**config.mk**
```make
export PLATFORM = sky130hd
export DESIGN_NAME = branch_ctrl
export DESIGN_NICKNAME = d
export VERILOG_FILES = /design/src/rtl/branch_ctrl_pkg.sv /design/src/rtl/branch_cond.sv /design/src/rtl/branch_ctrl.sv
export SDC_FILE = /design/constraint.sdc
export NUM_CORES = 1
export LEC_CHECK = 0
export BUFFER_PORTS_ARGS = -buffer_cell sky130_fd_sc_hd__buf_2
export CORE_UTILIZATION = 25
export CTS_BUF_LIST = sky130_fd_sc_hd__clkbuf_8
export DETAILED_ROUTE_END_ITERATION = 10
export GPL_TIMING_DRIVEN = 0
export PLACE_DENSITY_LB_ADDON = 0.25
export SYNTH_ARGS = -nofsm -noshare
export SYNTH_HDL_FRONTEND = slang
export SYNTH_SLANG_ARGS = --single-unit
export TNS_END_PERCENT = 1
```
**constraint.sdc**
```tcl
create_clock -name clk -period 5.9 [get_ports clk]
set_clock_uncertainty 0.05 [all_clocks]
set_input_delay 0.885 -clock clk [delete_from_list [all_inputs] [get_ports clk]]
set_output_delay 0.885 -clock clk [all_outputs]
set_load 0.05 [all_outputs]
```
**src/rtl/branch_ctrl_pkg.sv**
```systemverilog
// branch_ctrl_pkg: shared definitions for the ID-stage branch controller.
//   - branch code constants carried on id_branch_signal
//   - FSM state encoding of branch_ctrl
//   - small decode helpers for branch codes
package branch_ctrl_pkg;

    localparam logic [2:0] BR_BEQ  = 3'b100;
    localparam logic [2:0] BR_BNE  = 3'b101;
    localparam logic [2:0] BR_BLTZ = 3'b001;
    localparam logic [2:0] BR_BGTZ = 3'b111;
    localparam logic [2:0] BR_BLEZ = 3'b110;

    typedef enum logic [1:0] {
        ST_IDLE  = 2'd0,
        ST_STALL = 2'd1,
        ST_CHECK = 2'd2
    } state_t;

    // True for the five codes that denote a branch; all others are non-branches.
    function automatic logic is_branch(input logic [2:0] code);
        return (code == BR_BEQ) || (code == BR_BNE) || (code == BR_BLTZ) ||
               (code == BR_BGTZ) || (code == BR_BLEZ);
    endfunction

    // Only the two-operand compares read rt.
    function automatic logic uses_rt(input logic [2:0] code);
        return (code == BR_BEQ) || (code == BR_BNE);
    endfunction

endpackage

```
**src/rtl/branch_cond.sv**
```systemverilog
// branch_cond: combinational branch condition evaluator.
// Ports:
//   op_a  in  32  rs operand (after forwarding selection)
//   op_b  in  32  rt operand (after forwarding selection)
//   code  in  3   branch code
//   taken out 1   condition holds (0 for non-branch codes)
module branch_cond
    import branch_ctrl_pkg::*;
(
    input  logic [31:0] op_a,
    input  logic [31:0] op_b,
    input  logic [2:0]  code,
    output logic        taken
);

    logic a_neg;
    logic a_zero;

    assign a_neg  = op_a[31];
    assign a_zero = (op_a == 32'd0);

    always_comb begin
        taken = 1'b0;
        case (code)
            BR_BEQ:  taken = (op_a == op_b);
            BR_BNE:  taken = (op_a != op_b);
            BR_BLTZ: taken = a_neg;
            BR_BGTZ: taken = !a_neg && !a_zero;
            BR_BLEZ: taken = a_neg || a_zero;
            default: taken = 1'b0;
        endcase
    end

endmodule

```
**src/rtl/branch_ctrl.sv**
```systemverilog
// branch_ctrl: branch-resolution controller for the ID stage.
// Detects data hazards on the branch operands, stalls IF/ID for the needed
// number of cycles, selects MEM forwarding, resolves the branch and counts
// resolved / taken branches.
// Ports:
//   clk, reset (async, active low)
//   id_valid, id_branch_signal, id_rs, id_rt      ID instruction
//   rf_rs_data, rf_rt_data                        register-file read data
//   ex_reg_write, ex_mem_read, ex_rd               EX-stage producer
//   mem_reg_write, mem_mem_read, mem_rd            MEM-stage producer
//   mem_alu_result                                 MEM forwarding source
//   kill                                           synchronous flush
//   id_stall, ex_bubble                            stall controls
//   branch_taken, if_flush                         resolve pulse
//   fwd_rs_sel, fwd_rt_sel                         operand source selects
//   busy                                           FSM not in IDLE
//   branch_cnt, taken_cnt                          statistics (wrap-around)
//   state_dbg                                      current FSM state
//
// Control outputs are combinational: a hazard-free branch must resolve in the
// same cycle it appears in ID, and a hazard must stall that same cycle.
//
// Handshake note: there is no valid/ready pair here; id_valid qualifies the ID
// instruction every cycle and the instruction is assumed held in ID for as
// long as id_stall is asserted.
module branch_ctrl
    import branch_ctrl_pkg::*;
#(
    parameter int CNT_W = 32
) (
    input  logic             clk,
    input  logic             reset,
    input  logic             id_valid,
    input  logic [2:0]       id_branch_signal,
    input  logic [4:0]       id_rs,
    input  logic [4:0]       id_rt,
    input  logic [31:0]      rf_rs_data,
    input  logic [31:0]      rf_rt_data,
    input  logic             ex_reg_write,
    input  logic             ex_mem_read,
    input  logic [4:0]       ex_rd,
    input  logic             mem_reg_write,
    input  logic             mem_mem_read,
    input  logic [4:0]       mem_rd,
    input  logic [31:0]      mem_alu_result,
    input  logic             kill,
    output logic             id_stall,
    output logic             ex_bubble,
    output logic             branch_taken,
    output logic             if_flush,
    output logic             fwd_rs_sel,
    output logic             fwd_rt_sel,
    output logic             busy,
    output logic [CNT_W-1:0] branch_cnt,
    output logic [CNT_W-1:0] taken_cnt,
    output logic [1:0]       state_dbg
);

    state_t     state;
    logic [1:0] stall_cnt;

    // Returns {forward, need[1:0]} for one operand register.
    // The younger EX producer takes priority over MEM; r0 never matches.
    function automatic logic [2:0] classify(
        input logic [4:0] r,
        input logic       exw,
        input logic       exl,
        input logic [4:0] exd,
        input logic       mw,
        input logic       ml,
        input logic [4:0] md
    );
        logic [2:0] res;
        res = 3'b000;
        if (r != 5'd0) begin
            if (exl && exd == r)
                res = 3'b010;
            else if ((exw && exd == r) || (ml && md == r))
                res = 3'b001;
            else if (mw && !ml && md == r)
                res = 3'b100;
        end
        return res;
    endfunction

    logic [2:0]  rs_cls;
    logic [2:0]  rt_cls;
    logic [1:0]  need;
    logic        eval;
    logic        resolve;
    logic        stall_start;
    logic [31:0] rs_op;
    logic [31:0] rt_op;
    logic        cond_taken;

    always_comb begin
        rs_cls = classify(id_rs, ex_reg_write, ex_mem_read, ex_rd,
                          mem_reg_write, mem_mem_read, mem_rd);
        rt_cls = 3'b000;
        if (uses_rt(id_branch_signal))
            rt_cls = classify(id_rt, ex_reg_write, ex_mem_read, ex_rd,
                              mem_reg_write, mem_mem_read, mem_rd);
        need = (rs_cls[1:0] > rt_cls[1:0]) ? rs_cls[1:0] : rt_cls[1:0];
    end

    // Classification is only meaningful in IDLE and CHECK; STALL ignores inputs.
    assign eval = reset && id_valid && is_branch(id_branch_signal) &&
                  (state == ST_IDLE || state == ST_CHECK);
    assign resolve     = eval && (need == 2'd0) && !kill;
    assign stall_start = eval && (need != 2'd0) && !kill;

    assign fwd_rs_sel = eval && rs_cls[2];
    assign fwd_rt_sel = eval && rt_cls[2];
    assign rs_op      = fwd_rs_sel ? mem_alu_result : rf_rs_data;
    assign rt_op      = fwd_rt_sel ? mem_alu_result : rf_rt_data;

    branch_cond u_cond (
        .op_a  (rs_op),
        .op_b  (rt_op),
        .code  (id_branch_signal),
        .taken (cond_taken)
    );

    assign id_stall     = reset && !kill && (state == ST_STALL || stall_start);
    assign ex_bubble    = id_stall;
    assign branch_taken = resolve && cond_taken;
    assign if_flush     = branch_taken;
    assign busy         = reset && (state != ST_IDLE);
    assign state_dbg    = state;

    always_ff @(posedge clk or negedge reset) begin
        if (!reset) begin
            state      <= ST_IDLE;
            stall_cnt  <= 2'd0;
            branch_cnt <= '0;
            taken_cnt  <= '0;
        end else if (kill) begin
            state     <= ST_IDLE;
            stall_cnt <= 2'd0;
        end else begin
            case (state)
                ST_IDLE, ST_CHECK: begin
                    if (stall_start) begin
                        // need-1 further stall cycles remain after this one.
                        stall_cnt <= need - 2'd1;
                        state     <= (need == 2'd1) ? ST_CHECK : ST_STALL;
                    end else begin
                        if (resolve) begin
                            branch_cnt <= branch_cnt + CNT_W'(1);
                            if (cond_taken)
                                taken_cnt <= taken_cnt + CNT_W'(1);
                        end
                        state <= ST_IDLE;
                    end
                end
                ST_STALL: begin
                    // A zero count here cannot occur legally; leave rather than wedge.
                    if (stall_cnt <= 2'd1) begin
                        stall_cnt <= 2'd0;
                        state     <= ST_CHECK;
                    end else begin
                        stall_cnt <= stall_cnt - 2'd1;
                    end
                end
                default: begin
                    state     <= ST_IDLE;
                    stall_cnt <= 2'd0;
                end
            endcase
        end
    end

endmodule

```
# Word-level counts from Yosys, hierarchy flattened
# Cells that the tools add are included.
[word_totals] ff_bits=68 in_bits=127 word_cells=96
[classes] addsub=4 n_lt_le_gt_ge=2 n_eq_ne=16 n_mux=22 n_bitwise=2 reduce_logical=46
[op_table] cell="$add A32 B1 Y32 const B" n=2
[op_table] cell="$mux W32" n=2
[op_table] cell="$eq A32 B32 Y1" n=1
[op_table] cell="$logic_not A32 Y1" n=1
[op_table] cell="$ne A32 B32 Y1" n=1
[op_table] cell="$mux W3" n=9
[op_table] cell="$logic_and A1 B1 Y1" n=23
[op_table] cell="$eq A5 B5 Y1" n=4
[op_table] cell="$mux W2" n=8
[op_table] cell="$eq A3 B3 Y1 const B" n=4
[op_table] cell="$reduce_bool A5 Y1" n=2
[op_table] cell="$logic_or A1 B1 Y1" n=9
[op_table] cell="$pmux W2 S2" n=2
[op_table] cell="$pmux W1 S5" n=1
[op_table] cell="$reduce_and A5 Y1" n=1
[op_table] cell="$eq A2 B1 Y1 const B" n=2
[op_table] cell="$logic_not A1 Y1" n=4
[op_table] cell="$logic_not A2 Y1" n=2
[op_table] cell="$reduce_and A4 Y1" n=1
[op_table] cell="$reduce_bool A2 Y1" n=2
[op_table] cell="$sub A2 B1 Y2 const B" n=2
[op_table] cell="$eq A3 B1 Y1 const B" n=1
[op_table] cell="$ne A3 B2 Y1 const B" n=1
[op_table] cell="$ne A3 B3 Y1 const B" n=1
[op_table] cell="other kinds (5)" n=6

# Depth between registers and ports, before layout
[depth] word_depth=16 depth_mapped=20

# Cells and area by module
# Synthesis repeated with hierarchy kept, for this count alone.
[unflattened] hier_cells=476 area_unflattened_um2=4974.8
[by_module_without_submodules] mod="branch_ctrl" instances=1 cells_each=411 area_each_um2=4474.3 seq_area_each_um2=1701.6
[by_module_without_submodules] mod="branch_cond" instances=1 cells_each=65 area_each_um2=500.5 seq_area_each_um2=0.0

# Worst setup path before layout
# OpenSTA, ideal clock, no wires.
[synth_timing] kind="input port to output port" start="input id_rs[3]" end="output if_flush" arrival_ps=5093 slack_ps=-128 stages=19 path_buffers=4 cell_sequence="xor2_1 > nor2_1 > and4_1 > clkbuf_1 > clkbuf_1 > a22oi_1 > nor3b_1 > inv_1 > ha_1 > inv_1 > o22ai_1 > mux2i_1 > ha_1 > nor3b_1 > nand3b_1 > or4_1 > nand3_2 > buf_4 > buf_4"
[synth_via] elab_chain_len=13 elab_cells_between_ends=28 classes_between="1 x order compare; 4 x eq/ne; 7 x mux; 16 x reduce/logical"
[synth_lines] element="start: declaration" line="branch_ctrl.sv:35" text="input logic [4:0] id_rs,"
[synth_lines] element="$eq A5 B5 Y1, on equally long branches" line="branch_ctrl.sv:78, branch_ctrl.sv:80, branch_ctrl.sv:76"
[synth_lines] element="$logic_and A1 B1 Y1, on equally long branches" line="branch_ctrl.sv:80, branch_ctrl.sv:78"
[synth_lines] element="$mux W3 or $logic_or A1 B1 Y1 (tied branches)" line="branch_ctrl.sv:80, branch_ctrl.sv:78"
[synth_lines] element="$mux W3" line="branch_ctrl.sv:78" text="else if ((exw && exd == r) || (ml && md == r))"
[synth_lines] element="$mux W3" line="branch_ctrl.sv:76" text="if (exl && exd == r)"
[synth_lines] element="$mux W3 *" line="branch_ctrl.sv:75" text="if (r != 5'd0) begin"
[synth_lines] element="$logic_and A1 B1 Y1" line="branch_ctrl.sv:112" text="assign fwd_rs_sel = eval && rs_cls[2];"
[synth_lines] element="$mux W32" line="branch_ctrl.sv:114" text="assign rs_op = fwd_rs_sel ? mem_alu_result : rf_rs_data;"
[synth_lines] element="$logic_not A32 Y1" line="branch_cond.sv:20" text="assign a_zero = (op_a == 32'd0);"
[synth_lines] element="$logic_not A1 Y1" line="branch_cond.sv:28" text="BR_BGTZ: taken = !a_neg && !a_zero;"
[synth_lines] element="$logic_and A1 B1 Y1" line="branch_cond.sv:28"
[synth_lines] element="$pmux W1 S5" line="branch_cond.sv:24" text="case (code)"
[synth_lines] element="$logic_and A1 B1 Y1 *" line="branch_ctrl.sv:126" text="assign branch_taken = resolve && cond_taken;"
[synth_lines] element="end: declaration" line="branch_ctrl.sv:50" text="output logic if_flush,"
# Every way passes the cells marked *; elsewhere a longest branch is shown, timed or not.

# Final worst setup path
[layout_timing] start="input reset" end="output if_flush"
[layout_via] elab_chain_len=10 elab_cells_between_ends=18 classes_between="2 x eq/ne; 3 x mux; 13 x reduce/logical"
[layout_lines] element="start: declaration" line="branch_ctrl.sv:32" text="input logic reset,"
[layout_lines] element="$logic_and A1 B1 Y1 * (3 in a row)" line="branch_ctrl.sv:107" text="assign eval = reset && id_valid && is_branch(id_branch_signal) &&"
[layout_lines] element="$logic_and A1 B1 Y1" line="branch_ctrl.sv:112"
[layout_lines] element="$mux W32" line="branch_ctrl.sv:114"
[layout_lines] element="$logic_not A32 Y1" line="branch_cond.sv:20"
[layout_lines] element="$logic_not A1 Y1" line="branch_cond.sv:28"
[layout_lines] element="$logic_and A1 B1 Y1" line="branch_cond.sv:28"
[layout_lines] element="$pmux W1 S5" line="branch_cond.sv:24"
[layout_lines] element="$logic_and A1 B1 Y1 *" line="branch_ctrl.sv:126"
# Marked as above.

==> impl_metrics.json <==
{
  "place_hpwl_um": 15200,
  "netlist_area_um2": 5560,
  "layout_commonest_cell": "buf_2",
  "worst-endpoint-arrival_ns": 4.73,
  "whs_ns": 0.361,
  "clock_latency_ns": 0.34,
  "cap_violations": 0,
  "worstSetupStartpointType": "primary input",
  "rsz0062_at_grt": "false",
  "final.period_utilization": 0.959,
  "clk_pin_slew_worst_paths_ns": 0.07,
  "yosysUniqueCellTypes": 59,
  "rrSetupSlack_ns": 1.78,
  "grt-ovfl-total": 0,
  "cts_buffers": 9,
  "antenna_left": 0,
  "viasPerCell": 5.06,
  "grt_usage": 0.169,
  "cts_max_level": 3,
  "dieArea_um2": 22900,
  "finalHoldViolCount": 0,
  "muxShareOfSynthArea": 0.0112,
  "remaining_drc_errors": 0,
  "io-pin-count": 200,
  "crit_end": "if_flush",
  "worstPathRequired_ns": 4.97,
  "grt_pass1_wl_um": 29800,
  "synth_top_family_by_area": "simple AND/OR/NAND/NOR gates",
  "synth_nets": 786,
  "ir_drop_v": 0.0000893,
  "hp-class": "primary input to async pin",
  "timing.rr.end": "taken_cnt[27]$_DFFE_PN0P_",
  "finalCriticalPeriod_ns": 5.66,
  "tightest_slew_ns": 0.775,
  "async_reset_ff_frac": 1.00,
  "die_x_um": 151,
  "drive_above_1_share": 0.301,
  "relSlewSlack": 0.481,
  "layout.cells.non_filler": 1156,
  "yosys_warnings": 0,
  "synth_seq_cells": 68,
  "power_w": 0.00122,
  "p_per_area_nw_per_um2": 168,
  "synth-simple-area-share": 0.278,
  "setup_ws_ns": 0.239,
  "wl_um": 19300,
  "syn_avg_cell_area_um2": 8.53,
  "use_met2": 0.268,
  "antenna_found_initial": 5,
  "dp_cells": 1132,
  "top_usage_layer": "met2",
  "synth_area_leaders": "dfrtp_1 31%, xnor2_1 13%, xor2_1 7.6%, nand4_1 4.3%, nor2_1 3.2%",
  "hold_buffers": 0,
  "path_class": "primary input to output pin",
  "root_buffer": "clkbuf_8",
  "synthCells": 652,
  "final_cell_mix": "201 x buf_2, 82 x xnor2_1, 68 x dfrtp_1",
  "synth_flop_cell": "dfrtp_1",
  "drtPass1Iterations": 5,
  "seq_area_frac_synth": 0.306,
  "utilization": 0.334,
  "endpoint_kind": "output pin",
  "max_freq_mhz": 177,
  "nets": 1003,
  "post-place-ws_ns": -1.16,
  "grt_util_met1": 0.230,
  "status": "completed",
  "synth-edff-count": 0,
  "r2r_start": "state_dbg[0]$_DFFE_PN0P_",
  "yosysTopAreaCellShare": 0.306,
  "clockBufferDepth": 2,
  "drt_iter0_drc": 295,
  "initial_core_util": 0.255,
  "synth-xor-area-share": 0.205,
  "cts_sinks": 68,
  "routedWlPerCell_um": 16.7,
  "core_um2": 21800,
  "crit_path_max_incr_delay_ns": 0.58,
  "row_count": 54,
  "synth-compound-area-share": 0.148,
  "synthAdderAreaFrac": 0.0157,
  "r2r_cells": 12,
  "power.leakage_nw": 3.37,
  "grt_max_degree": 29,
  "grt.met3_usage": 0.0358,
  "worst_path_most_repeated_cell": "buf_4",
  "maxSlewViolCount": 0,
  "grt_pass1_vias": 5382,
  "setup_viol": 0,
  "io_buffers": 199,
  "cts_tree": "built",
  "area_growth_pct": 31.0,
  "vias": 5849,
  "path_max_fanout": 28,
  "chipHeight_um": 151,
  "crit_slowest_cell": "o32ai_2",
  "yosysTopAreaCell": "dfrtp_1",
  "startpoint": "reset",
  "gp_congestion": 0.942,
  "crit_chain": "buf_4 -> buf_16 -> and3b_1 -> o21ai_2 -> or3_1 -> o32ai_2 -> buf_2 -> nor2_1 -> a211oi_1 -> nor4_2 -> nand4_1 -> or4_1 -> nand3_4 -> buf_4 -> clkbuf_4"
}
## stage by stage
step	setup TNS, ns	area (um2)
5_1_grt	0	7290
3_5_place_dp	-13.81	6940
6_report	0	7290
4_1_cts	0	7200
3_3_place_gp	-18.09	6910
2_1_floorplan	-0.0285	5570
## worst min path at each step
stage                              start                         to  slack [ns]  depth (start not counted)
6_report                           reset  taken_cnt[10]$_DFFE_PN0P_        0.36                          1
5_1_grt                            reset  taken_cnt[10]$_DFFE_PN0P_        0.35                          1
4_1_cts                            reset  taken_cnt[10]$_DFFE_PN0P_        0.35                          1
3_5_place_dp   taken_cnt[31]$_DFFE_PN0P_  taken_cnt[31]$_DFFE_PN0P_        0.41                          1
3_3_place_gp   taken_cnt[31]$_DFFE_PN0P_  taken_cnt[31]$_DFFE_PN0P_        0.41                          1
2_1_floorplan   stall_cnt[1]$_DFFE_PN0P_   stall_cnt[1]$_DFFE_PN0P_        0.45                          2
## layout make-up
cell class | instances | area (um2)
Clock inverter | 6 | 33.8
Clock buffer | 9 | 124
Sequential cell | 68 | 1700
Tap cell | 280 | 350
Multi-Input combinational cell | 541 | 3740
Buffer | 20 | 131
Inverter | 20 | 75.1
Timing Repair Buffer | 209 | 1120
Fill cell | 2313 | 14500
Antenna cell | 3 | 7.51
## sequential cells by signal (all words and copies together), names as in the netlist
name        cells
taken_cnt      32
stall_cnt       2
branch_cnt     32
state_dbg       2
## report_power, final
group	internal [W]	switching [W]	leakage [nW]
logic	0.000134	0.000239	2.36
registers	0.000489	0.0000356	0.935
clock network	0.000146	0.000176	0.0821
total	0.000770	0.000451	3.37
## metal layers
metal  vias to the layer above  part of all wire  wire length [um]
met5                         -           0.00052                10
met4                         2             0.013               259
met3                        22             0.066              1280
met2                       237              0.46              8950
met1                      2731              0.46              8820
li1                       2857                 -                 -
## synth_stat cells, types with 3 or more instances
master,number
xor2_1,48
o2111ai_1,10
dfrtp_1,68
or4_1,10
clkbuf_1,11
nor2b_1,7
a22o_1,4
a221o_1,4
and3_1,27
nand2b_1,7
nand2_1,38
nand3_1,34
a22oi_1,4
a211o_1,3
and4_1,4
a31oi_1,7
a211oi_1,8
nor3b_1,5
buf_4,4
buf_2,4
mux2i_1,4
buf_6,3
xnor2_1,82
o21ai_0,14
a21oi_1,19
o22ai_1,18
nand4_1,38
inv_1,20
and2_1,16
o211ai_1,4
nor4_1,21
ha_1,7
nor3_1,17
nor2_1,48
## cell families after synthesis
kind of cell    Yosys count
compound gates          115
simple gates            283
mux                       6
buf+inv                  43
xor+xnor                130
flops                    68
fa+ha+maj                 7
## critical path, delay by kind of cell
family | cells | cell delay [ns]
AO/OA/AOI/OAI | 3 | 1.13
buffers and inverters | 5 | 1.26
AND/OR/NAND/NOR | 7 | 1.43
## timing repair
| item | CTS | global route |
|---|---|---|
| setup endpoints to repair | 7 | 2 |
| resized for setup | 17 | 11 |
| setup buffers | 3 | 5 |
| cloned | 1 | 0 |
| pin swaps | 1 | 2 |
(Power assumes the default switching activity.)
